File: src/rtl/sram_32k_access_ctrl.sv
// rtl/sram_32k_access_ctrl.sv - request/response controller for the 8192 x 32 SRAM macro
// Registered SRAM cycles, 2-entry read response FIFO with credit, and a standby FSM.
module sram_32k_access_ctrl (
  input  logic        clk,
  input  logic        rst,
  input  logic        req_valid,
  output logic        req_ready,
  input  logic        req_we,
  input  logic [12:0] req_addr,
  input  logic [31:0] req_wdata,
  input  logic [3:0]  req_be,
  output logic        rsp_valid,
  input  logic        rsp_ready,
  output logic [31:0] rsp_rdata,
  input  logic        stby_req,
  output logic        stby_ack,
  output logic        gate_mem,
  output logic        sram_n_cs,
  output logic        sram_n_we,
  output logic        sram_n_oe,
  output logic [31:0] sram_mask,
  output logic [12:0] sram_ad,
  output logic [31:0] sram_din,
  input  logic [31:0] sram_dout
);

  typedef enum logic [1:0] {RUN, DRAIN, STBY, WAKE} state_t;

  state_t      state;
  logic        rd_p1;
  logic        rd_p2;
  logic [31:0] fifo_mem [2];
  logic        wr_ptr;
  logic        rd_ptr;
  logic [1:0]  fifo_cnt;
  logic        pop;
  logic        accept;
  logic        rd_credit;
  logic [2:0]  outstanding;
  logic [31:0] wr_mask;

  // rd_p1: SRAM read cycle on the pins; rd_p2: sram_dout valid, captured at the next edge.
  assign rsp_valid   = (fifo_cnt != 2'd0);
  assign rsp_rdata   = fifo_mem[rd_ptr];
  assign pop         = rsp_valid & rsp_ready;
  assign outstanding = {2'b00, rd_p1} + {2'b00, rd_p2} + {1'b0, fifo_cnt} - {2'b00, pop};
  assign rd_credit   = (outstanding < 3'd2);
  assign req_ready   = (state == RUN) && !stby_req && (req_we || rd_credit);
  assign accept      = req_valid & req_ready;

  always_comb begin
    wr_mask = '1;
    for (int i = 0; i < 4; i++) begin
      wr_mask[8*i +: 8] = {8{~req_be[i]}};
    end
  end

  always_ff @(posedge clk) begin
    if (rst) begin
      fifo_mem[0] <= '0;
      fifo_mem[1] <= '0;
      wr_ptr      <= 1'b0;
      rd_ptr      <= 1'b0;
      fifo_cnt    <= 2'd0;
    end else begin
      if (rd_p2) begin
        fifo_mem[wr_ptr] <= sram_dout;
        wr_ptr           <= ~wr_ptr;
      end
      if (pop) begin
        rd_ptr <= ~rd_ptr;
      end
      fifo_cnt <= fifo_cnt + {1'b0, rd_p2} - {1'b0, pop};
    end
  end

  always_ff @(posedge clk) begin
    if (rst) begin
      state     <= RUN;
      stby_ack  <= 1'b0;
      gate_mem  <= 1'b0;
      rd_p1     <= 1'b0;
      rd_p2     <= 1'b0;
      sram_n_cs <= 1'b1;
      sram_n_we <= 1'b1;
      sram_n_oe <= 1'b1;
      sram_mask <= '1;
      sram_ad   <= '0;
      sram_din  <= '0;
    end else begin
      rd_p1     <= accept & ~req_we;
      rd_p2     <= rd_p1;
      sram_n_cs <= ~accept;
      sram_n_we <= ~(accept & req_we);
      sram_n_oe <= ~(accept & ~req_we);
      sram_ad   <= accept ? req_addr : '0;
      sram_din  <= (accept & req_we) ? req_wdata : '0;
      sram_mask <= (accept & req_we) ? wr_mask : '1;
      case (state)
        RUN: begin
          if (stby_req) state <= DRAIN;
        end
        DRAIN: begin
          // A dropped stby_req still finishes the drain, but returns to RUN without gating.
          if (!rd_p1 && !rd_p2 && sram_n_cs) begin
            if (stby_req) begin
              state    <= STBY;
              stby_ack <= 1'b1;
              gate_mem <= 1'b1;
            end else begin
              state <= RUN;
            end
          end
        end
        STBY: begin
          if (!stby_req) begin
            state    <= WAKE;
            stby_ack <= 1'b0;
            gate_mem <= 1'b0;
          end
        end
        WAKE: begin
          state <= RUN;
        end
        default: state <= RUN;
      endcase
    end
  end

endmodule
File: config.mk
export PLATFORM = sky130hd
export DESIGN_NAME = sram_32k_access_ctrl
export DESIGN_NICKNAME = d
export VERILOG_FILES = /design/src/rtl/sram_32k_access_ctrl.sv
export SDC_FILE = /design/constraint.sdc
export NUM_CORES = 1
export LEC_CHECK = 0
export CORE_UTILIZATION = 44
export CTS_BUF_LIST = sky130_fd_sc_hd__clkbuf_4 sky130_fd_sc_hd__clkbuf_8
export CTS_CLUSTER_DIAMETER = 100
export DETAILED_ROUTE_END_ITERATION = 16
export GPL_ROUTABILITY_DRIVEN = 0
export PLACE_DENSITY = 0.94
export SLEW_MARGIN = 20
export SYNTH_ARGS = -nofsm -noshare
export SYNTH_HDL_FRONTEND = slang
export SYNTH_SLANG_ARGS = --single-unit
File: constraint.sdc
create_clock -name clk -period 3.9 [get_ports clk]
set_input_delay 0.78 -clock clk [delete_from_list [all_inputs] [get_ports clk]]
set_output_delay 0.78 -clock clk [all_outputs]
set_load 0.02 [all_outputs]
# After elaboration in Yosys (flattened, before gate mapping)
# Memory sizes are Yosys's and may differ from the RTL's. A register that Yosys moved wholly into a read port is not among the register bits.
# Cells that the tools add are included.
dict set report classes {
  div 0
  n_shift 0
  add_sub_neg 5
  mul 0
  n_eq_ne 7
  muxes 19
  n_reduce_logical 16
  n_bitwise 14
  order_cmp 1
}
# operator n
set op_table {}
lappend op_table {{$mux W32} 1}
lappend op_table {{$reduce_or A32 Y1} 1}
lappend op_table {{$mux W1} 12}
lappend op_table {{$not A1 Y1} 10}
lappend op_table {{$mux W2} 4}
lappend op_table {{$ne A2 B2 Y1 const B} 4}
lappend op_table {{$pmux W2 S4} 1}
lappend op_table {{$and A1 B1 Y1} 4}
lappend op_table {{$eq A2 B2 Y1 const B} 2}
lappend op_table {{$logic_and A1 B1 Y1} 4}
lappend op_table {{$reduce_and A4 Y1} 1}
lappend op_table {{$reduce_bool A2 Y1} 2}
lappend op_table {{$reduce_or A2 Y1} 2}
lappend op_table {{$add A2 B2 Y3} 1}
lappend op_table {{$logic_not A1 Y1} 3}
lappend op_table {{$lt A3 B2 Y1 const B} 1}
lappend op_table {{$reduce_and A3 Y1} 1}
lappend op_table {{$sub A3 B1 Y3} 1}
lappend op_table {{$add A1 B1 Y2} 1}
lappend op_table {{$add A2 B1 Y2} 1}
lappend op_table {{$eq A2 B1 Y1 const B} 1}
lappend op_table {{$logic_not A2 Y1} 1}
lappend op_table {{$pmux W1 S2} 1}
lappend op_table {{$sub A2 B1 Y2} 1}
lappend op_table {{$logic_or A1 B1 Y1} 1}
dict set report word_totals {
  mem_bits_ro 0
  mem_count 1
  out_inout_bits 116
  register_bits 82
  latchBits 0
  ram_bits 64
  input_bits 87
}
# memory depth width read_ports rd_clocked_by_memory_dff wr line_no
set mem_list {}
lappend mem_list {fifo_mem 2 32 1 1 2 32} ;# logic [31:0] fifo_mem [2];

# Logic depth before layout (Yosys ltp)
dict set report logic_depth {
  ltp_word 10
  depth_mapped 10
  depth_no_buf 9
}

# Least setup slack after synthesis
# Ideal clock, no wire load.
dict set report synth_timing {
  path_kind {input to output}
  startpoint {input rsp_ready}
  endpoint {output req_ready}
  path_buffers 0
  path_slack_ns 0.353
  t_arrival_ns 2.767
  path_stages 8
  path_cell_list {o21a_1 > ha_1 > inv_1 > ha_1 > a21o_1 > fa_1 > xnor2_1 > a211oi_1}
}
dict set report synth_via {
  elab_chain_cells 5
}
# item line_no
set synth_lines {}
lappend synth_lines {{from (decl)} 13} ;# input logic rsp_ready,
lappend synth_lines {{$and A1 B1 Y1} 45} ;# assign pop = rsp_valid & rsp_ready;
lappend synth_lines {{$sub A3 B1 Y3} 46} ;# assign outstanding = {2'b00, rd_p1} + {2'b00, rd_p2} + {1'b0, fifo_cnt} - {2'b00, pop};
lappend synth_lines {{$lt A3 B2 Y1} 47} ;# assign rd_credit = (outstanding < 3'd2);
lappend synth_lines {{$logic_or A1 B1 Y1} 48} ;# assign req_ready = (state == RUN) && !stby_req && (req_we || rd_credit);
lappend synth_lines {{$logic_and A1 B1 Y1} 48}
lappend synth_lines {{to (decl)} 7} ;# output logic req_ready,
# Every way passes these cells.

# Worst setup path after layout
dict set report layout_timing {
  startpoint {input rsp_ready}
  endpoint {output req_ready}
}
dict set report layout_via {
  elab_chain_cells 5
}
# item line_no
set layout_lines {}
lappend layout_lines {{$and A1 B1 Y1} 45}
lappend layout_lines {{named net pop} 36} ;# logic pop;
lappend layout_lines {{$sub A3 B1 Y3} 46}
lappend layout_lines {{$lt A3 B2 Y1} 47}
lappend layout_lines {{$logic_or A1 B1 Y1} 48}
lappend layout_lines {{$logic_and A1 B1 Y1} 48}
# The timed path passes the listed nets, and every way through them passes these cells.

==> flow_metrics.env <==
export IMPL_status="finished, final reports clean"
export IMPL_clk_path_buf_depth=2
export IMPL_min_path_type="register to register"
export IMPL_grt_pass1_vias=3297
export IMPL_maxCapViolCount=0
export IMPL_final_util=0.6737
export IMPL_ant_nets=0
export IMPL_firstDrtPassIters=4
export IMPL_nets=642
export IMPL_ys_ff_latch=126
export IMPL_routedWlPerCell_um=14.77
export IMPL_crit_family="adder cells"
export IMPL_reg2reg_from="rd_p2"
export IMPL_dp_hpwl_um=7281
export IMPL_drc_errors=0
export IMPL_crit_arrival_ps=2990
export IMPL_startpoint="rsp_ready"
export IMPL_die_h_um=107.4
export IMPL_fin_crit_sh=0.9669
export IMPL_p_per_area_mw_per_mm2=494.0
export IMPL_routed_wl_um=10380
export IMPL_total_power_mw=3.608
export IMPL_area_growth_pct=49.32
export IMPL_grt_ovfl_total=0
export IMPL_dieArea_sq_mm=0.01154
export IMPL_start_kind="input port"
export IMPL_grt_max_degree=38
export IMPL_routed_top_layer="met4"
export IMPL_vias_per_cell=4.613
export IMPL_rows=38
export IMPL_dp_slack_ps=-381.3
export IMPL_yosys_top_cells_area="edfxtp_1 39%, dfxtp_1 25%, and2_1 14%"
export IMPL_worst_pin_slew_ps=977.6
export IMPL_yosysTopAreaCell="edfxtp_1"
export IMPL_avgSynthCellArea_sq_um=13.36
export IMPL_slew_violations=0
export IMPL_grt_pass1_wl_um=15650
export IMPL_wl_met3_um=865
export IMPL_clkTransAtPathRegs_ps=60
export IMPL_h_tree_depth=4
export IMPL_path_buf_inv=3
export IMPL_skew_ps=7.279
export IMPL_r2r_slack_ps=1140
export IMPL_finalSetupTns_ps=0
export IMPL_yosysMostFrequentCell="and2_1"
export IMPL_io_buffers=202
export IMPL_wl_met2_um=5388
export IMPL_diodes=0
export IMPL_rsz0062_at_grt="false"
export IMPL_fmax_ghz=0.2652
export IMPL_clock_sinks=126
export IMPL_vias=3243
export IMPL_antenna_found_initial=0
export IMPL_slowest_stage="fa_1"
export IMPL_cp_max_fo=2
export IMPL_ff2ff_path_depth=11
export IMPL_coreArea_sq_mm=0.01084
export IMPL_syn_area_sq_mm=0.004891
export IMPL_synth_common_cells="110 x and2_1, 64 x edfxtp_1, 62 x dfxtp_1"
export IMPL_start_util=0.4512
export IMPL_cp_end_kind="output pin"
export IMPL_async_flop_share=0
export IMPL_fp_dieW_um=107.4
export IMPL_io_pins=203
export IMPL_worstPathRequired_ps=3120
export IMPL_cts_tree="built"
export IMPL_r2r_end="sram_ad[3]"
export IMPL_cts_buffers=17
export IMPL_cts_root_buf="clkbuf_8"
export IMPL_ys_seq_area_frac=0.6467
export IMPL_drt_iter0_drc=87
export IMPL_crit_path_frequent_cell="ha_1"
export IMPL_clock_latency_ps=420
export IMPL_setup_viol=0
export IMPL_hold_viol=0
export IMPL_gr_usage_all_layers=0.1853
export IMPL_slowest_delay_ps=420
export IMPL_worst_slack_ps=129.2
export IMPL_critical_path_cell_chain="clkdlybuf4s50_1, o21a_1, ha_1, inv_1, ha_1, a21o_1, fa_1, nor2b_1, a211oi_2, buf_4"
export IMPL_synth_edf_count=64
export IMPL_yosysUniqueCellTypes=31
export IMPL_synth_warnings=0
export IMPL_leakage_nw=2.836
export IMPL_post_cts_buffers=0
export IMPL_fin_crit_ps=3771
export IMPL_crit_path_end="req_ready"
export IMPL_irDropWorstVdd_mv=0.2806
export IMPL_ys_flop_type="edfxtp_1"
export IMPL_relSlewSlack=0.3465
export IMPL_netlist_area_leader_share=0.3929
export IMPL_synthCells=366
export IMPL_cp_num_cells=10
export IMPL_timing_hold_ws_ps=488.7
export IMPL_syn_num_nets=458
export IMPL_final_layout_size_suffix_gt1_frac=0.1421
export IMPL_critical_path_class="input port to output pin"
export IMPL_drt_met1_wl_um=4008
metal layers:
| metal | vias up | global-route usage |
|---|---|---|
| met2 | 142 | 0.3184 |
| met4 | 0 | 0.08121 |
| met5 | - | 0 |
| li1 | 1552 | - |
| met3 | 15 | 0.08172 |
| met1 | 1534 | 0.1961 |
cells by family (layout without fill, tap and decap cells):
logic type	after synthesis	count (layout)	synth area share
AO/OA/AOI/OAI	9	9	0.01638
XOR/XNOR	5	5	0.008953
adder cells (fa/ha/maj)	5	5	0.01433
buffers and inverters	54	251	0.06984
flip-flops	126	126	0.6467
multiplexers	32	32	0.07368
AND/OR/NAND/NOR	135	135	0.1701
through the flow:
stage,instance area [sq um],cells
2_1_floorplan,4891,366
3_3_place_gp,6858,671
3_5_place_dp,6858,671
4_1_cts,7296,703
5_1_grt,7303,703
6_report,7303,703
registers in the layout (all words and copies together), names as in the netlist, 2 cells and up, named ones only:
name       cells
fifo_cnt       2
fifo_mem      64
sram_ad       13
sram_din      32
sram_mask      4
area by class of cell:
type	count	area, sq um
Clock buffer	22	284.0
Clock inverter	10	158.9
Fill cell	769	3537
Inverter	10	37.54
Multi-Input combinational cell	186	1413
Sequential cell	126	3163
Tap cell	140	175.2
Timing Repair Buffer	209	2072
worst reg2reg max path: stages (launching register included):
cell and delay [ps]:
dfxtp_1 390, inv_1 150, ha_1 300, inv_1 40
ha_1 260, a21o_1 170, fa_1 370, xnor2_1 170
buf_4 160, a2111oi_4 330, buf_4 230, and2_1 150
worst min path at each step:
| stage | start | end | slack (ps) | cells after the start |
|---|---|---|---|---|
| after CTS | rd_p1 | rd_p2 | 500 | 1 |
| after floorplan | rd_p1 | rd_p2 | 460 | 1 |
| after global routing | rd_p1 | rd_p2 | 520 | 1 |
| after global placement | register | state[0] | 480 | 2 |
| final | rd_p1 | rd_p2 | 490 | 1 |
| after detailed placement | rd_p1 | rd_p2 | 490 | 1 |
repair_timing:
item,in CTS,in global routing
pin swaps,0,0
setup endpoints to repair,1,1
hold buffers,0,0
resized for setup,5,2
report_power, final:
part           leakage (nW)  switching [mW]  total [mW]  internal, mW
Clock                 0.228           0.492        1.24         0.752
Combinational          1.44           0.407       0.874         0.468
Sequential             1.16          0.0293        1.49          1.46
placed cells by master (no fill, tap or decap), drive strengths merged, types with 2 or more instances in the layout:
| master | instances |
|---|---|
| nor3 | 2 |
| buf | 8 |
| clkdlybuf4s50 | 201 |
| nor2b | 3 |
| clkbuf | 22 |
| ha | 4 |
| mux2 | 32 |
| clkinv | 3 |
| and2 | 110 |
| nor2 | 5 |
| a21oi | 3 |
| bufinv | 4 |
| edfxtp | 64 |
| or3 | 2 |
| xnor2 | 5 |
| inv | 12 |
| dfxtp | 62 |
| nand2b | 2 |
| nand2 | 7 |
No activity file was read; power rests on OpenSTA's default activity.
